--- src/rtl/serial_adder_ctrl.sv ---
// Bit-serial adder: one shared full-adder cell walks two WIDTH-bit operands
// LSB first, one bit per clock, behind a start/ready and done-pulse handshake.

module fadder (
  input  logic a_i,
  input  logic b_i,
  input  logic c_i,
  output logic s_o,
  output logic c_o
);
  assign s_o = a_i ^ b_i ^ c_i;
  assign c_o = (a_i & b_i) | (c_i & (a_i ^ b_i));
endmodule

module serial_adder_ctrl #(
  parameter int WIDTH = 4
) (
  input  logic             clk_i,
  input  logic             rst_i,
  input  logic             start_i,
  input  logic [WIDTH-1:0] a_i,
  input  logic [WIDTH-1:0] b_i,
  input  logic             c_i,
  output logic             ready_o,
  output logic             busy_o,
  output logic             done_o,
  output logic [WIDTH-1:0] sum_o,
  output logic             c_o
);
  localparam int CW = $clog2(WIDTH) + 1;

  typedef enum logic [1:0] {IDLE, ADD, DONE} state_t;

  state_t           r_state, w_next;
  logic [WIDTH-1:0] r_a_sh, r_b_sh, r_res, r_sum;
  logic             r_carry, r_c;
  logic [CW-1:0]    r_cnt;
  logic             w_fa_s, w_fa_c, w_accept, w_last;
  logic [WIDTH-1:0] w_res_next;

  fadder u_fadder (
    .a_i(r_a_sh[0]),
    .b_i(r_b_sh[0]),
    .c_i(r_carry),
    .s_o(w_fa_s),
    .c_o(w_fa_c)
  );

  assign w_accept = (r_state == IDLE) && start_i;
  assign w_last   = (r_state == ADD) && (r_cnt == CW'(WIDTH - 1));
  // Written as shift/or so that WIDTH==1 needs no zero-width slice.
  assign w_res_next = (r_res >> 1) | (WIDTH'(w_fa_s) << (WIDTH - 1));

  // NOTE: sequential state uses non-blocking assignments so every register
  // samples the pre-edge values regardless of statement order.
  always_ff @(posedge clk_i or posedge rst_i) begin
    if (rst_i) r_state <= IDLE;
    else       r_state <= w_next;
  end

  // NOTE: next state is defaulted first so no path through the case leaves
  // it unassigned, which would infer a latch.
  always_comb begin
    w_next = r_state;
    case (r_state)
      IDLE:    if (start_i) w_next = ADD;
      ADD:     if (w_last)  w_next = DONE;
      DONE:    w_next = IDLE;
      default: w_next = IDLE;
    endcase
  end

  always_ff @(posedge clk_i or posedge rst_i) begin
    if (rst_i) begin
      r_a_sh  <= '0;
      r_b_sh  <= '0;
      r_res   <= '0;
      r_carry <= 1'b0;
      r_cnt   <= '0;
      r_sum   <= '0;
      r_c     <= 1'b0;
    end else if (w_accept) begin
      r_a_sh  <= a_i;
      r_b_sh  <= b_i;
      r_carry <= c_i;
      r_cnt   <= '0;
    end else if (r_state == ADD) begin
      r_a_sh  <= r_a_sh >> 1;
      r_b_sh  <= r_b_sh >> 1;
      r_res   <= w_res_next;
      r_carry <= w_fa_c;
      r_cnt   <= r_cnt + CW'(1);
      if (w_last) begin
        r_sum <= w_res_next;
        r_c   <= w_fa_c;
      end
    end
  end

  assign ready_o = (r_state == IDLE);
  assign busy_o  = (r_state == ADD) || (r_state == DONE);
  assign done_o  = (r_state == DONE);
  assign sum_o   = r_sum;
  assign c_o     = r_c;
endmodule
--- config.mk ---
export PLATFORM = sky130hd
export DESIGN_NAME = serial_adder_ctrl
export DESIGN_NICKNAME = d
export VERILOG_FILES = /design/src/rtl/serial_adder_ctrl.sv
export SDC_FILE = /design/constraint.sdc
export NUM_CORES = 1
export LEC_CHECK = 0
export BUFFER_PORTS_ARGS = -buffer_cell sky130_fd_sc_hd__buf_2
export CAP_MARGIN = 0
export CORE_MARGIN = 5
export CORE_UTILIZATION = 43
export DETAILED_ROUTE_END_ITERATION = 12
export PLACE_DENSITY = 0.76
export SKIP_LAST_GASP = 1
export SLEW_MARGIN = 20
export SYNTH_ARGS = -nofsm -noshare
export SYNTH_HDL_FRONTEND = slang
export SYNTH_SLANG_ARGS = --single-unit
--- constraint.sdc ---
create_clock -name clk_i -period 2.3 [get_ports clk_i]
set_clock_uncertainty 0.2 [all_clocks]
set_input_delay 0.46 -clock clk_i [delete_from_list [all_inputs] [get_ports clk_i]]
set_output_delay 0.46 -clock clk_i [all_outputs]
set_load 0.005 [all_outputs]
==> run metrics <==
run status finished, final reports clean; Hold Path Class in -> reg; worst reg2reg path depth 5; area of the core 2450 µm²; Slew @ Worst Pin ~370 ps; post-synth cell types 23; Worst setup endpoint busy_o; sequential share of the synthesized area between 50% and 60%; Setup-failing EPs final 0; NumNets Final 129; synthesis-stage register bit count 22; Worst setup SP type register; Slew headroom 75.5%; most frequent cell after synthesis dfrtp_1; DRC viols 0; final-report max-slew violation count 0; number of gates resized after CTS 0; Synth top area share 50.7%; syn avg cell area 12.5 µm²; largest net degree at the start of global routing 23; row count 18; Post-synth top cells dfrtp_1, nand2_1, mux2i_1; clock buffer depth 2; vias per cell roughly 4.7; Lkg Pwr 0.618 nW; Yosys warnings 0; final instance area 1230 µm²; Worst Path Required approximately 1600 ps; Port Buffers 19; Worst Setup SP r_state[1]; Chip Height about 60 µm; Worst Path Arrival between 1000 and 1500 ps; layout cells sized above 1 between 30% and 40%; min cycle time layout roughly 1800 ps; Top Ports 20; H-tree depth 1; initial antenna violation count 0; Root Driver clkbuf_4; Ant. Diodes 0; hpwl dp 1300 µm; total power 1.64 mW; Post-synth ARST share 100%; CTS Hold Bufs 1; Worst-path clk slew ~120 ps; wire length of the first global-routing pass 3040 µm; gr usage total 11.5%; Final period util between 70 and 80%; vias in the first global route 691; Die Area roughly 3600 µm²; via count 653; Wirelength per Cell ~13 µm; # Post-CTS Setup Buffers 0; Critical Path End Type output pin; Starting DRT DRC Count 4; Post-synth EDFFs 0; Mapped Area roughly 1100 µm²; CTS tree built; Fin. Hold Viols 0; CP Max Fanout 4; RR Startpoint r_state[1]; PD cells 1330 nW/µm²; synth-to-layout area growth 13.4%; initial core utilization 44.2%; Max-Cap Viols 0; Fin Setup TNS 0 ps; Max Clk Rate 545 MHz; CTS sink count 22; area leader, netlist dfrtp_1; RSZ-0062 raised after global routing false; peak supply drop 0.712 mV; reg-to-reg setup timing slack 500 ps; clk_lat worst skew roughly 300 ps; total grt overflow 0; placed inst area 1200 µm²; post-route ant nets 0; kind of critical path reg -> out; Final GP Congestion 0.683; Synthesized Nets 106; largest cells by area after synthesis dfrtp_1, mux2i_1, ha_1; Most used DFF post-synth dfrtp_1; cells after synthesis 87; chip width about 60 µm; First-pass DRT Iterations 3; Num CTS Buffers 3; R2R Path End r_b_sh[1]; Post-Route WL between 1500 and 2000 µm
flip-flops by register name (all words and copies together) (netlist names):
signal   cells
r_a_sh       4
r_b_sh       4
sum_o        4
r_cnt        3
r_res        3
r_state      2
c_o          1
r_carry      1
worst min path at each step:
| stage | start | end | slack [ps] | cells past startpoint |
|---|---|---|---|---|
| after floorplan | rst_i | c_o | 250 | 1 |
| after global placement | r_res[1] | sum_o[0] | 290 | 1 |
| after detailed placement | c_o | c_o | 290 | 1 |
| after CTS | a_i[1] | r_a_sh[1] | 150 | 3 |
| after global routing | c_i | r_carry | 150 | 3 |
| final | a_i[1] | r_a_sh[1] | 160 | 3 |
critical path, stage by stage (launching register included):
cell and delay, ps:
dfrtp_1 400, inv_1 120, ha_1 240, buf_2 120
layout make-up:
class,count,area (µm²)
clock buffers,3,22.5
inverters,5,18.8
fillers,220,1220
repair buffers,22,120
flip-flops and latches,22,551
well taps,30,37.5
multi-input cells,56,480
cell usage in the layout, fill, tap and decap left out:
cell,count
a211oi_1,1
a21oi_1,1
and2_4,1
buf_2,19
buf_4,2
clkbuf_4,3
dfrtp_1,22
dlygate4sd3_1,1
fa_1,1
ha_1,6
inv_1,5
mux2_2,4
mux2_4,5
mux2i_1,8
nand2_1,9
nand2_4,1
nand2b_1,2
nor2_1,3
nor2_8,1
nor2b_2,1
o21a_1,1
o21ai_0,3
o21ai_1,7
xnor2_1,1
routing by layer:
metal	track usage, %	routed length, µm
met5	0	0
met4	5.70	25
met3	2.38	94
met2	18.2	834
met1	14.7	806
report_power, final:
group / switching, mW / internal (mW)
combinational: 0.373 / 0.418
sequential: 0.107 / 0.573
clock: 0.109 / 0.0611
cell families after synthesis:
group,share of synthesized area [%]
compound gates,6.46
xor+xnor,0.808
fa+ha+maj,8.77
buf+inv,4.96
flops,50.7
mux,18.5
simple gates,9.80
metrics by stage:
step / hold slack [ps] / utilization, % / instances / setup WS (ps)
global route: 146 / 50.1 / 138 / 328
CTS: 145 / 50.1 / 138 / 435
detailed placement: 287 / 48.8 / 134 / 507
finish: 155 / 50.1 / 138 / 464
global placement: 293 / 48.8 / 134 / 571
floorplan: 249 / - / 87 / 724
No activity file was read; power rests on OpenSTA's default activity.
